--- src/rtl/mux_2x1_arbiter.sv ---
// -----------------------------------------------------------------------------
// mux_2x1_arbiter
//
// Purpose
//   Two requesters (A and B) share one 3-bit data path. A small FSM
//   (IDLE / GRANT_A / GRANT_B) decides who owns the path.
//   - Ties are broken round-robin against the most recent owner.
//   - An owner that keeps requesting gets HOLD_CYCLES consecutive cycles.
//     After that the grant passes to the other side if it is waiting.
//     If the other side is not waiting, the owner is re-granted with a
//     fresh hold window.
//   The granted data is registered into m one cycle after the grant is
//   visible.
//
// Ports
//   clk    in   1  clock, rising edge
//   reset  in   1  synchronous active-high reset
//   req_a  in   1  requester A wants the path
//   x      in   3  requester A data
//   req_b  in   1  requester B wants the path
//   y      in   3  requester B data
//   gnt_a  out  1  A owns the path (decoded from the state register)
//   gnt_b  out  1  B owns the path (decoded from the state register)
//   s      out  1  mux select, 0 -> x, 1 -> y
//   m      out  3  registered path output
//   valid  out  1  m carries granted data
// -----------------------------------------------------------------------------

// 2:1 mux primitive for the 3-bit path, built bit by bit.
module mux_2x1_3b (
    input  logic [2:0] a,
    input  logic [2:0] b,
    input  logic       sel,
    output logic [2:0] y
);
    genvar gi;
    generate
        for (gi = 0; gi < 3; gi++) begin : g_bit
            assign y[gi] = sel ? b[gi] : a[gi];
        end
    endgenerate
endmodule

module mux_2x1_arbiter #(
    parameter int HOLD_CYCLES = 4
) (
    input  logic       clk,
    input  logic       reset,
    input  logic       req_a,
    input  logic [2:0] x,
    input  logic       req_b,
    input  logic [2:0] y,
    output logic       gnt_a,
    output logic       gnt_b,
    output logic       s,
    output logic [2:0] m,
    output logic       valid
);

    // An out-of-range HOLD_CYCLES is clamped into 1..15.
    // This keeps the 4-bit counter compare meaningful.
    localparam int HOLD_EFF = (HOLD_CYCLES < 1)  ? 1  :
                              (HOLD_CYCLES > 15) ? 15 : HOLD_CYCLES;
    localparam logic [3:0] HOLD_LAST = 4'(HOLD_EFF - 1);

    typedef enum logic [1:0] {
        IDLE    = 2'd0,
        GRANT_A = 2'd1,
        GRANT_B = 2'd2
    } state_t;

    state_t     state_reg, state_next;
    logic [3:0] cnt_reg, cnt_next;
    logic       last_reg, last_next;   // 0 = A was granted last, 1 = B
    logic [2:0] m_reg, m_next;
    logic       valid_reg, valid_next;

    logic       owner_req;
    logic       other_req;
    state_t     other_state;
    logic       grant_entry;
    logic       path_active;
    logic [2:0] mux_out;

    // Grant outputs decode the state register only. Because of this,
    // no request input can reach a grant output combinationally.
    assign gnt_a = (state_reg == GRANT_A);
    assign gnt_b = (state_reg == GRANT_B);
    assign s     = (state_reg == GRANT_B);
    assign m     = m_reg;
    assign valid = valid_reg;

    assign path_active = gnt_a | gnt_b;

    // Requests seen from the current owner's point of view.
    // In IDLE these signals are don't-care.
    assign owner_req   = (state_reg == GRANT_B) ? req_b : req_a;
    assign other_req   = (state_reg == GRANT_B) ? req_a : req_b;
    assign other_state = (state_reg == GRANT_B) ? GRANT_A : GRANT_B;

    mux_2x1_3b u_path_mux (
        .a   (x),
        .b   (y),
        .sel (s),
        .y   (mux_out)
    );

    // Next-state logic
    always_comb begin
        state_next  = state_reg;
        cnt_next    = cnt_reg;
        last_next   = last_reg;
        grant_entry = 1'b0;

        case (state_reg)
            IDLE: begin
                if (req_a && req_b) begin
                    // Tie: serve whoever was not served last.
                    state_next  = last_reg ? GRANT_A : GRANT_B;
                    grant_entry = 1'b1;
                end else if (req_a) begin
                    state_next  = GRANT_A;
                    grant_entry = 1'b1;
                end else if (req_b) begin
                    state_next  = GRANT_B;
                    grant_entry = 1'b1;
                end
            end

            GRANT_A, GRANT_B: begin
                if (!owner_req) begin
                    // Owner let go: hand over directly, or fall back to IDLE.
                    if (other_req) begin
                        state_next  = other_state;
                        grant_entry = 1'b1;
                    end else begin
                        state_next = IDLE;
                    end
                end else if (cnt_reg == HOLD_LAST) begin
                    // Hold window used up. Pass the grant if the other
                    // side waits; otherwise re-enter the same grant,
                    // which restarts the window.
                    state_next  = other_req ? other_state : state_reg;
                    grant_entry = 1'b1;
                end else begin
                    // Mid-window: the other request is ignored.
                    cnt_next = cnt_reg + 4'd1;
                end
            end

            default: begin
                state_next = IDLE;
            end
        endcase

        if (grant_entry) begin
            cnt_next  = 4'd0;
            last_next = (state_next == GRANT_B);
        end else if (state_next == IDLE) begin
            cnt_next = 4'd0;
        end
    end

    // Data path: the mux output is captured only while a grant is active.
    always_comb begin
        m_next     = path_active ? mux_out : 3'b000;
        valid_next = path_active;
    end

    always_ff @(posedge clk) begin
        if (reset) begin
            state_reg <= IDLE;
            cnt_reg   <= 4'd0;
            last_reg  <= 1'b1;          // A wins the first tie
            m_reg     <= 3'b000;
            valid_reg <= 1'b0;
        end else begin
            state_reg <= state_next;
            cnt_reg   <= cnt_next;
            last_reg  <= last_next;
            m_reg     <= m_next;
            valid_reg <= valid_next;
        end
    end

endmodule

--- config.mk ---
export PLATFORM = sky130hd
export DESIGN_NAME = mux_2x1_arbiter
export DESIGN_NICKNAME = d
export VERILOG_FILES = /design/src/rtl/mux_2x1_arbiter.sv
export SDC_FILE = /design/constraint.sdc
export NUM_CORES = 1
export LEC_CHECK = 0
export ABC_AREA = 1
export BUFFER_PORTS_ARGS = -buffer_cell sky130_fd_sc_hd__buf_2
export CORE_MARGIN = 3
export CORE_UTILIZATION = 55
export CTS_BUF_LIST = sky130_fd_sc_hd__clkbuf_2 sky130_fd_sc_hd__clkbuf_4 sky130_fd_sc_hd__clkbuf_8
export CTS_CLUSTER_DIAMETER = 150
export CTS_CLUSTER_SIZE = 40
export DETAILED_ROUTE_END_ITERATION = 8
export GPL_ROUTABILITY_DRIVEN = 0
export PLACE_DENSITY = 0.82
export REMOVE_ABC_BUFFERS = 1
export SLEW_MARGIN = 15
export SYNTH_ARGS = -nofsm -noshare
export SYNTH_HDL_FRONTEND = slang
export SYNTH_SLANG_ARGS = --single-unit
--- constraint.sdc ---
create_clock -name clk -period 3.8 [get_ports clk]
set_input_delay 0.38 -clock clk [delete_from_list [all_inputs] [get_ports clk]]
set_output_delay 0.38 -clock clk [all_outputs]
set_load 0.05 [all_outputs]
==> flow_summary.ini, run 1 <==
[timing]
slew_headroom_pct = 79.9
max_slew.worst_pin.slew_ps = 299
finClkSkew_ps = 2.15
final_critical_path_setup_slack_ps = 2080
setup_repair_after_global_routing_missed_its_margin = no
timing.final.max_slew_violations = 0
min_period_ps = 1720
timing_hold_violations_final = 0
setup_viol_count_final = 0
setup-tns-final_ps = 0
achievable-frequency_mhz = 582
period_share_pct = 45.2
final.hold.worst_slack_ps = 345

[layout]
largest_register_ff_count = 4
num-nets-final = 137
layout.core_utilization_pct = 72.1
leading_cell_type_in_the_layout_fill_and_taps_excluded = sky130_fd_sc_hd__nand2_1
drive_gt1_share_pct = 36.7
area.sequential_um2 = 220
insertedDiodeCount = 0
most-common-layout-cells = 26 x sky130_fd_sc_hd__nand2_1, 16 x sky130_fd_sc_hd__buf_2, 11 x sky130_fd_sc_hd__dfxtp_1
flow.area_growth_from_synthesis_pct = 16.6
final.fill_count = 96
area_of_combinational_cells_with_multiple_inputs_um2 = 440

[clock_tree]
post_cts.resized_instances = 0
tritoncts_clock_tree = built
post_cts_setup_buffers = 0
ctsHtreeMaxLevel = 1
cts_made_buffers = 3
path_clk_slew_ps = 70
cts-root-to-sink-buffers = 2
cts_hold_repair.buffers = 0
clk_latency_ps = 270
numClockSinks = 11
clk_root_buffer_cell = sky130_fd_sc_hd__clkbuf_4

[floorplan]
design.core.area_um2 = 1170
design.die.area_um2 = 1790
io_pins = 17
die-width_um = 42.3
num_rows = 12
die_h_um = 42.3
initial_utilization_pct = 61.9

[synth]
largest_area_contributor_in_the_synthesized_netlist = sky130_fd_sc_hd__dfxtp_1
flip_flop_and_latch_count_after_synthesis = 11
yosysSeqAreaShare_pct = 30.4
syn-cell-area_um2 = 724
syn_avg_cell_area_um2 = 7.17
synthDominantCellAreaShare_pct = 30.4
ys.warnings.count = 0
synth_top_cells_by_area = sky130_fd_sc_hd__dfxtp_1 30%, sky130_fd_sc_hd__nand2_1 13%, sky130_fd_sc_hd__ha_1 10%
postSynthCellCount = 101
synth.lib_cells_used.distinct = 22

[setup_path]
critPathRequiredTime_ps = 3970
critPathKind = reg -> reg
worstSetupEndpointType = register
cp_max_fo = 7
worstPathArrival_ps = 1890
critical-path-top-delay-family = simple AND/OR/NAND/NOR gates
cp.buffers_inverters = 2
cpPeakStageDelay_ps = 370
crit_path_top_delay_cell = sky130_fd_sc_hd__dfxtp_1
worstPathCellList = inv_2 > ha_1 > inv_2 > nand2_4 > nand2_1 > nand2_1 > nand2_1 > nand3_1 > nand2_1 > nand2_2 > nand2_2 > nand2_2 > nand2_4 > nor2_2
critical_path.most_common_cell = sky130_fd_sc_hd__nand2_1
startpoint_type = register

[global_routing]
met2_usage_pct = 29.2
groute.layer.met1.usage_pct = 19.5
grt_pass1_vias = 602
grt_antenna_before_repair = 0
met3_usage_pct = 7.73
gr-total-overflow = 0
grt_max_degree = 8
groute.usage.overall_pct = 16.9
grt_first_pass_wirelength_mm = 2.34
gr-max-usage-layer = met2

[power]
power.static_leakage_nw = 0.415
irDropWorstVdd_mv = 0.450
total_power_w = 0.000622
power_per_unit_of_standard_cell_area_nw_per_um2 = 737

[placed_design]
place_worst_setup_slack_ps = 2090
io_buffer_count = 16
dp_hpwl_mm = 1.09

[drt]
detailedRoute.firstIterationViolations = 16
detail_route.drc_violations = 0
detail_route.first_pass.iterations = 4
route.antenna.remaining_nets = 0
wl_per_cell_um = 9.92
detail_route.vias_per_cell = 4.93
route.final.wire_length_mm = 1.33
detailroute.via_count = 661

[min_path]
hold_path_class = in -> reg

[run_status]
run_status = complete, no violations

[job]
maxCapViolCount = 0
[worst paths after layout]
path | from | to | slack [ps] | cells past startpoint
min reg2reg | last_reg$_SDFFE_PP1P_ | last_reg$_SDFFE_PP1P_ | 500 | 2
max | state_reg[0]$_SDFF_PP0_ | cnt_reg[2]$_SDFFE_PP0P_ | 2080 | 14
min | reset | state_reg[1]$_SDFF_PP0_ | 340 | 2
max reg2reg | state_reg[0]$_SDFF_PP0_ | cnt_reg[2]$_SDFFE_PP0P_ | 2080 | 14
[layer usage]
layer | wire (um) | vias to the layer above
li1 | - | 351
met1 | 588 | 284
met2 | 614 | 26
met3 | 126 | 0
met4 | 0 | 0
met5 | 0 | -
[report_power, final]
| group | switching, W | internal (W) |
|---|---|---|
| Combinational | 0.000266 | 0.000112 |
| Clock | 0.0000386 | 0.0000478 |
| Sequential | 0.0000154 | 0.000142 |
[logic make-up (layout without fill, tap and decap cells)]
group	count (synthesis)	count (layout)	share of synthesized area (%)
and+or+nand+nor	54	54	36.3
buffers and inverters	16	35	8.81
AOI/OAI and AO/OA	11	11	10.5
DFF	11	11	30.4
adders and majority gates	6	6	10.4
xor gates and xnor gates	3	3	3.63
[cell type report]
cell class              instances  share of cell area, %
multi-input cells              74                   52.1
flip-flops and latches         11                   26.1
repair buffers                 16                   9.48
inverters                      15                   6.67
clock buffers                   4                   3.56
well taps                      14                   2.07
[worst register-to-register path, cell delays in order (launching register included)]
cell	delay, ps
sky130_fd_sc_hd__dfxtp_1	370
sky130_fd_sc_hd__inv_2	80
sky130_fd_sc_hd__ha_1	290
sky130_fd_sc_hd__inv_2	130
sky130_fd_sc_hd__nand2_4	50
sky130_fd_sc_hd__nand2_1	70
sky130_fd_sc_hd__nand2_1	70
sky130_fd_sc_hd__nand2_1	60
sky130_fd_sc_hd__nand3_1	70
sky130_fd_sc_hd__nand2_1	90
sky130_fd_sc_hd__nand2_2	60
sky130_fd_sc_hd__nand2_2	80
sky130_fd_sc_hd__nand2_2	70
sky130_fd_sc_hd__nand2_4	90
sky130_fd_sc_hd__nor2_2	40
[per-stage QoR]
step | area [um^2] | cells
after global routing | 845 | 134
after detailed placement | 815 | 130
final | 845 | 134
after global placement | 815 | 130
after floorplan | 717 | 100
after CTS | 845 | 134
[cell usage after synthesis (all sizes together)]
library cell  instances
nand2                35
inv                  12
dfxtp                11
nor2                 11
nand3                 7
ha                    6
a21oi                 5
o21ai                 5
clkinv                3
xor2                  2
a21boi                1
buf                   1
nand3b                1
xnor2                 1
No activity file was read; power rests on OpenSTA's default activity.
==> run 2: changes to the inputs <==
--- a/config.mk
+++ b/config.mk
@@ -8,13 +8,13 @@
 export ABC_AREA = 1
 export BUFFER_PORTS_ARGS = -buffer_cell sky130_fd_sc_hd__buf_2
 export CORE_MARGIN = 3
-export CORE_UTILIZATION = 55
+export CORE_UTILIZATION = 54
 export CTS_BUF_LIST = sky130_fd_sc_hd__clkbuf_2 sky130_fd_sc_hd__clkbuf_4 sky130_fd_sc_hd__clkbuf_8
 export CTS_CLUSTER_DIAMETER = 150
 export CTS_CLUSTER_SIZE = 40
 export DETAILED_ROUTE_END_ITERATION = 8
 export GPL_ROUTABILITY_DRIVEN = 0
-export PLACE_DENSITY = 0.82
+export PLACE_DENSITY = 0.81
 export REMOVE_ABC_BUFFERS = 1
 export SLEW_MARGIN = 15
 export SYNTH_ARGS = -nofsm -noshare
==> constraint.sdc (replaced) <==
create_clock -name clk -period 1.8 [get_ports clk]
set_input_delay 0.18 -clock clk [delete_from_list [all_inputs] [get_ports clk]]
set_output_delay 0.18 -clock clk [all_outputs]
set_load 0.05 [all_outputs]
==> run 2 against run 1 <==
  * Cell count unchanged
  * Sequential cell count unchanged
  * Combinational power grew 110%
  * Routed wire length decreased by 7.3%
  * Clock power increased by 110%
  * Register-to-register slack lost 1900 ps
  * Non-clock buffer count unchanged
  * Sequential share of layout area about the same
  * Power up 110%
==> flow_summary.ini, run 2 (synthesis results as in run 1) <==
[global_routing]
grt_max_degree = 8
grt_antenna_before_repair = 0
groute.usage.overall_pct = 16.4
grt_first_pass_wirelength_mm = 2.29
grt_pass1_vias = 579
gr-total-overflow = 0

[min_path]
worstHoldPathCells = 2
worstHoldEndpoint = state_reg[0]$_SDFF_PP0_
hold_path_class = in -> reg
worstHoldStart = reset

[floorplan]
die_h_um = 42.6
initial_utilization_pct = 61.1
design.die.area_um2 = 1820
io_pins = 17
die-width_um = 42.6
num_rows = 12
design.core.area_um2 = 1190

[setup_path]
cp.buffers_inverters = 0
worstPathArrival_ps = 1760
cp_max_fo = 7
critPathRequiredTime_ps = 1960
rr_worst_depth = 12
critical-path-top-delay-family = simple AND/OR/NAND/NOR gates
ff2ff_setup_slack_ps = 200
critical_path.most_common_cell = sky130_fd_sc_hd__nand2_1
startpoint_type = register
cpPeakStageDelay_ps = 420
worstSetupEndpointType = register
rr_startpoint = state_reg[1]$_SDFF_PP0_
worstPathCellList = ha_2 > nand2_1 > nand2_1 > nand2_1 > nand2_1 > nand3_1 > nand2_1 > nand2_2 > nand2_2 > nand2_2 > nand2_4 > nor2_2
critPathKind = reg -> reg
crit_path_top_delay_cell = sky130_fd_sc_hd__dfxtp_1
timing.rr.end = cnt_reg[3]$_SDFFE_PP0P_

[drt]
detail_route.first_pass.iterations = 4
detail_route.vias_per_cell = 4.87
detail_route.drc_violations = 0
route.final.wire_length_mm = 1.23
detailedRoute.firstIterationViolations = 10
wl_per_cell_um = 9.19
detailroute.via_count = 652
route.antenna.remaining_nets = 0

[timing]
finClkSkew_ps = 5.56
setup_viol_count_final = 0
period_share_pct = 89.0
min_period_ps = 1600
achievable-frequency_mhz = 624
max_slew.worst_pin.slew_ps = 295
slew_headroom_pct = 80.1
setup-tns-final_ps = 0
setup_repair_after_global_routing_missed_its_margin = no
timing.final.max_slew_violations = 0
timing_hold_violations_final = 0

[clock_tree]
tritoncts_clock_tree = built
cts_made_buffers = 3
ctsHtreeMaxLevel = 1
clk_latency_ps = 270
post_cts_setup_buffers = 0
cts-root-to-sink-buffers = 2
path_clk_slew_ps = 60
numClockSinks = 11
clk_root_buffer_cell = sky130_fd_sc_hd__clkbuf_4

[layout]
most-common-layout-cells = 26 x sky130_fd_sc_hd__nand2_1, 16 x sky130_fd_sc_hd__buf_2, 10 x sky130_fd_sc_hd__dfxtp_1
leading_cell_type_in_the_layout_fill_and_taps_excluded = sky130_fd_sc_hd__nand2_1
drive_gt1_share_pct = 38.3
finalInstanceArea_um2 = 848
flow.area_growth_from_synthesis_pct = 17.1
largest_register_ff_count = 4
num-nets-final = 137
insertedDiodeCount = 0

[power]
irDropWorstVdd_mv = 0.829
total_power_w = 0.00131
power_per_unit_of_standard_cell_area_nw_per_um2 = 1550
power.static_leakage_nw = 0.414

[placed_design]
io_buffer_count = 16
dp_hpwl_mm = 1.03
place_area_um2 = 815

[run_status]
run_status = complete, no violations

[job]
maxCapViolCount = 0
## run 2: cell counts in the layout (fill, tap and decap cells not counted)
No cell type changed its count.
## run 2: worst max path at each step
stage | endpoint | from | cells past startpoint
floorplan | cnt_reg[3]$_SDFFE_PP0P_ | state_reg[0]$_SDFF_PP0_ | 13
global placement | cnt_reg[0]$_SDFFE_PP0P_ | state_reg[0]$_SDFF_PP0_ | 10
detailed placement | cnt_reg[0]$_SDFFE_PP0P_ | state_reg[0]$_SDFF_PP0_ | 14
CTS | cnt_reg[3]$_SDFFE_PP0P_ | state_reg[0]$_SDFF_PP0_ | 14
global route | last_reg$_SDFFE_PP1P_ | state_reg[1]$_SDFF_PP0_ | 10
finish | cnt_reg[3]$_SDFFE_PP0P_ | state_reg[1]$_SDFF_PP0_ | 12
## run 2: final cells by class
class                           count  area, um^2
Tap cell                           14        17.5
Inverter                           15        56.3
Fill cell                         117         338
Sequential cell                    11         221
Clock buffer                        4        30.0
Multi-Input combinational cell     74         443
Timing Repair Buffer               16        80.1
## run 2: timing repair
| item | in CTS | in global routing |
|---|---|---|
| resized for setup | 0 | 2 |
| endpoints found under the setup margin | 0 | 5 |
| endpoints found under the hold margin | 0 | 0 |
| hold buffers | 0 | 0 |
## run 2: metal layers
layer	part of all wire (%)	GRT usage (%)	routed length, um	vias up
met3	7.7	6.44	95	5
li1	-	-	-	354
met2	44	24.6	547	19
met4	1.4	5.59	17	0
met5	0	0	0	-
met1	46	21.1	572	274
## run 2: where the power goes
part	switching [W]	leakage [nW]	total, W	internal, W
Clock	0.0000770	0.0184	0.000178	0.000101
Sequential	0.0000352	0.0901	0.000337	0.000302
Combinational	0.000561	0.305	0.000799	0.000237
Total	0.000673	0.414	0.00131	0.000640
## run 2: worst reg2reg max path, cell delays in order (launching register included)
cell and delay, ps:
sky130_fd_sc_hd__dfxtp_1 420, sky130_fd_sc_hd__ha_2 280, sky130_fd_sc_hd__nand2_1 100, sky130_fd_sc_hd__nand2_1 90, sky130_fd_sc_hd__nand2_1 70, sky130_fd_sc_hd__nand2_1 70
sky130_fd_sc_hd__nand3_1 70, sky130_fd_sc_hd__nand2_1 80, sky130_fd_sc_hd__nand2_2 60, sky130_fd_sc_hd__nand2_2 80, sky130_fd_sc_hd__nand2_2 70, sky130_fd_sc_hd__nand2_4 90
sky130_fd_sc_hd__nor2_2 30
## run 2: through the flow
step | hold slack (ps) | std cells | worst slack, ps | util [%]
3_3_place_gp | 415 | 130 | 149 | 68.7
3_5_place_dp | 419 | 130 | 117 | 68.7
2_1_floorplan | 252 | 100 | -459 | -
4_1_cts | 136 | 134 | 107 | 71.2
5_1_grt | 151 | 134 | 35.0 | 71.5
6_report | 138 | 134 | 198 | 71.5
==> run 3: changes to the inputs <==
--- a/config.mk
+++ b/config.mk
@@ -8,13 +8,13 @@
 export ABC_AREA = 1
 export BUFFER_PORTS_ARGS = -buffer_cell sky130_fd_sc_hd__buf_2
 export CORE_MARGIN = 3
-export CORE_UTILIZATION = 54
+export CORE_UTILIZATION = 49
 export CTS_BUF_LIST = sky130_fd_sc_hd__clkbuf_2 sky130_fd_sc_hd__clkbuf_4 sky130_fd_sc_hd__clkbuf_8
 export CTS_CLUSTER_DIAMETER = 150
 export CTS_CLUSTER_SIZE = 40
 export DETAILED_ROUTE_END_ITERATION = 8
 export GPL_ROUTABILITY_DRIVEN = 0
-export PLACE_DENSITY = 0.81
+export PLACE_DENSITY = 0.78
 export REMOVE_ABC_BUFFERS = 1
 export SLEW_MARGIN = 15
 export SYNTH_ARGS = -nofsm -noshare
==> constraint.sdc (replaced) <==
create_clock -name clk -period 1.4 [get_ports clk]
set_input_delay 0.14 -clock clk [delete_from_list [all_inputs] [get_ports clk]]
set_output_delay 0.14 -clock clk [all_outputs]
set_load 0.05 [all_outputs]
==> run 3 against run 2 <==
  * The run now ends with negative setup slack left
  * Sequential share of layout area decreased by 5.2 points
  * Design area is 30% higher
  * Non-clock buffer count rose by 13
  * Sequential power grew 36%
  * Sequential cell count did not move
  * Combinational power increased by 100%
  * Routed wire length is 64% higher
  * Via count is 13% higher
==> flow_summary.ini, run 3 (synthesis results as in run 1) <==
[global_routing]
grt_pass1_vias = 713
grt_first_pass_wirelength_mm = 3.08
grt_antenna_before_repair = 0
met2_usage_pct = 41.6
groute.usage.overall_pct = 22.6
groute.layer.met1.usage_pct = 22.3
met3_usage_pct = 7.72
gr-max-usage-layer = met2
gr-total-overflow = 0
grt_max_degree = 7

[layout]
final.fill_count = 88
largest_register_ff_count = 4
insertedDiodeCount = 0
drive_gt1_share_pct = 63.9
flow.area_growth_from_synthesis_pct = 51.8
leading_cell_type_in_the_layout_fill_and_taps_excluded = sky130_fd_sc_hd__nand2_2
most-common-layout-cells = 17 x sky130_fd_sc_hd__nand2_2, 14 x sky130_fd_sc_hd__nand2_1, 13 x sky130_fd_sc_hd__buf_2, 13 x sky130_fd_sc_hd__buf_4
layoutNonFillerInstCount = 148
num-nets-final = 150

[setup_path]
critPathKind = reg -> reg
ff2ff_setup_slack_ps = -140
worstPathArrival_ps = 1770
rr_worst_depth = 10
timing.rr.end = cnt_reg[2]$_SDFFE_PP0P_
startpoint_type = register
worstSetupEndpointType = register
rr_startpoint = state_reg[0]$_SDFF_PP0_
cp_max_fo = 4
critPathRequiredTime_ps = 1630

[drt]
detail_route.first_pass.iterations = 4
detailedRoute.firstIterationViolations = 6
wl_per_cell_um = 13.7
detail_route.vias_per_cell = 5.00
route.final.wire_length_mm = 2.02
detailroute.via_count = 740
route.antenna.remaining_nets = 0
detail_route.drc_violations = 0

[job]
maxCapViolCount = 0

[timing]
setup_repair_after_global_routing_missed_its_margin = yes
max_slew.worst_pin.slew_ps = 384
final_critical_path_setup_slack_ps = -139
slew_headroom_pct = 74.1
setup_viol_count_final = 7
finClkSkew_ps = 3.36
period_share_pct = 110
achievable-frequency_mhz = 650
timing.final.max_slew_violations = 0
min_period_ps = 1540
timing_hold_violations_final = 0

[power]
total_power_w = 0.00232
power_per_unit_of_standard_cell_area_nw_per_um2 = 2110
irDropWorstVdd_mv = 1.51
power.static_leakage_nw = 0.503

[clock_tree]
tritoncts_clock_tree = built
clk_root_buffer_cell = sky130_fd_sc_hd__clkbuf_4
cts-root-to-sink-buffers = 2
cts_hold_repair.buffers = 0
clk_latency_ps = 290
ctsHtreeMaxLevel = 1
path_clk_slew_ps = 80
numClockSinks = 11
cts_made_buffers = 3

[floorplan]
design.die.area_um2 = 1980
io_pins = 17
die-width_um = 44.5
design.core.area_um2 = 1350
initial_utilization_pct = 53.7
die_h_um = 44.5
num_rows = 13

[run_status]
failed_checks = negative setup slack
run_status = finished, violations left

[min_path]
worstHoldEndpoint = state_reg[0]$_SDFF_PP0_
worstHoldStart = reset
worstHoldPathCells = 2
hold_path_class = in -> reg

[placed_design]
dpl.cell_count = 139
dp_hpwl_mm = 1.26
io_buffer_count = 16
## run 3: worst max-delay path, cell delays in order (launching register included)
cell and delay, ps:
sky130_fd_sc_hd__dfxtp_2 350, sky130_fd_sc_hd__inv_4 50, sky130_fd_sc_hd__ha_4 170, sky130_fd_sc_hd__o21ai_4 200, sky130_fd_sc_hd__buf_4 150, sky130_fd_sc_hd__o21ai_4 60
sky130_fd_sc_hd__inv_2 80, sky130_fd_sc_hd__nand3_1 80, sky130_fd_sc_hd__xor2_1 160, sky130_fd_sc_hd__inv_1 70, sky130_fd_sc_hd__nor2_2 100
## run 3: power by group
| part | internal (W) | leakage [nW] | switching (W) | total, W |
|---|---|---|---|---|
| combinational | 0.000653 | 0.393 | 0.000952 | 0.00161 |
| clock | 0.000130 | 0.0184 | 0.000131 | 0.000261 |
| sequential | 0.000396 | 0.0921 | 0.0000611 | 0.000457 |
## run 3: worst max path at each step
stage                       startpoint                 endpoint  slack, ps  depth (start not counted)
6_report       state_reg[0]$_SDFF_PP0_  cnt_reg[2]$_SDFFE_PP0P_       -140                         10
3_5_place_dp   state_reg[1]$_SDFF_PP0_  cnt_reg[0]$_SDFFE_PP0P_       -180                         14
5_1_grt        state_reg[0]$_SDFF_PP0_  cnt_reg[3]$_SDFFE_PP0P_       -230                         13
4_1_cts        state_reg[1]$_SDFF_PP0_  cnt_reg[0]$_SDFFE_PP0P_        -90                         14
2_1_floorplan  state_reg[0]$_SDFF_PP0_  cnt_reg[3]$_SDFFE_PP0P_       -860                         13
3_3_place_gp   state_reg[1]$_SDFF_PP0_  cnt_reg[3]$_SDFFE_PP0P_       -150                         14
## run 3: area by class of cell
cell class | count | area (um^2) | area share, %
multi-input combinational | 74 | 571 | 51.9
sequential | 11 | 230 | 20.9
timing repair buffer | 29 | 189 | 17.2
inverter | 15 | 61.3 | 5.57
clock buffer | 4 | 30.0 | 2.73
tap | 15 | 18.8 | 1.71
## run 3: what timing repair did
| item | 4_1_cts | 5_1_grt |
|---|---|---|
| setup buffers | 3 | 2 |
| pin swaps | 13 | 6 |
| setup endpoints to repair | 10 | 10 |
| resized for setup | 29 | 16 |
## run 3: routing by layer
layer,up-vias,wire length (um)
met5,-,0
met4,0,43
met3,5,128
met2,21,1050
met1,337,801
li1,377,-
## run 3: through the flow
stage / util, % / hold slack [ps] / area (um^2) / setup TNS (ps) / worst slack (ps)
after global placement: 64.9 / 379 / 876 / -842 / -148
after detailed placement: 64.9 / 390 / 876 / -1150 / -185
after CTS: 77.2 / 78.3 / 1040 / -428 / -88.8
final: 81.5 / 76.6 / 1100 / -774 / -139
after floorplan: - / 212 / 717 / -6480 / -859
after global routing: 81.5 / 96.5 / 1100 / -1460 / -231
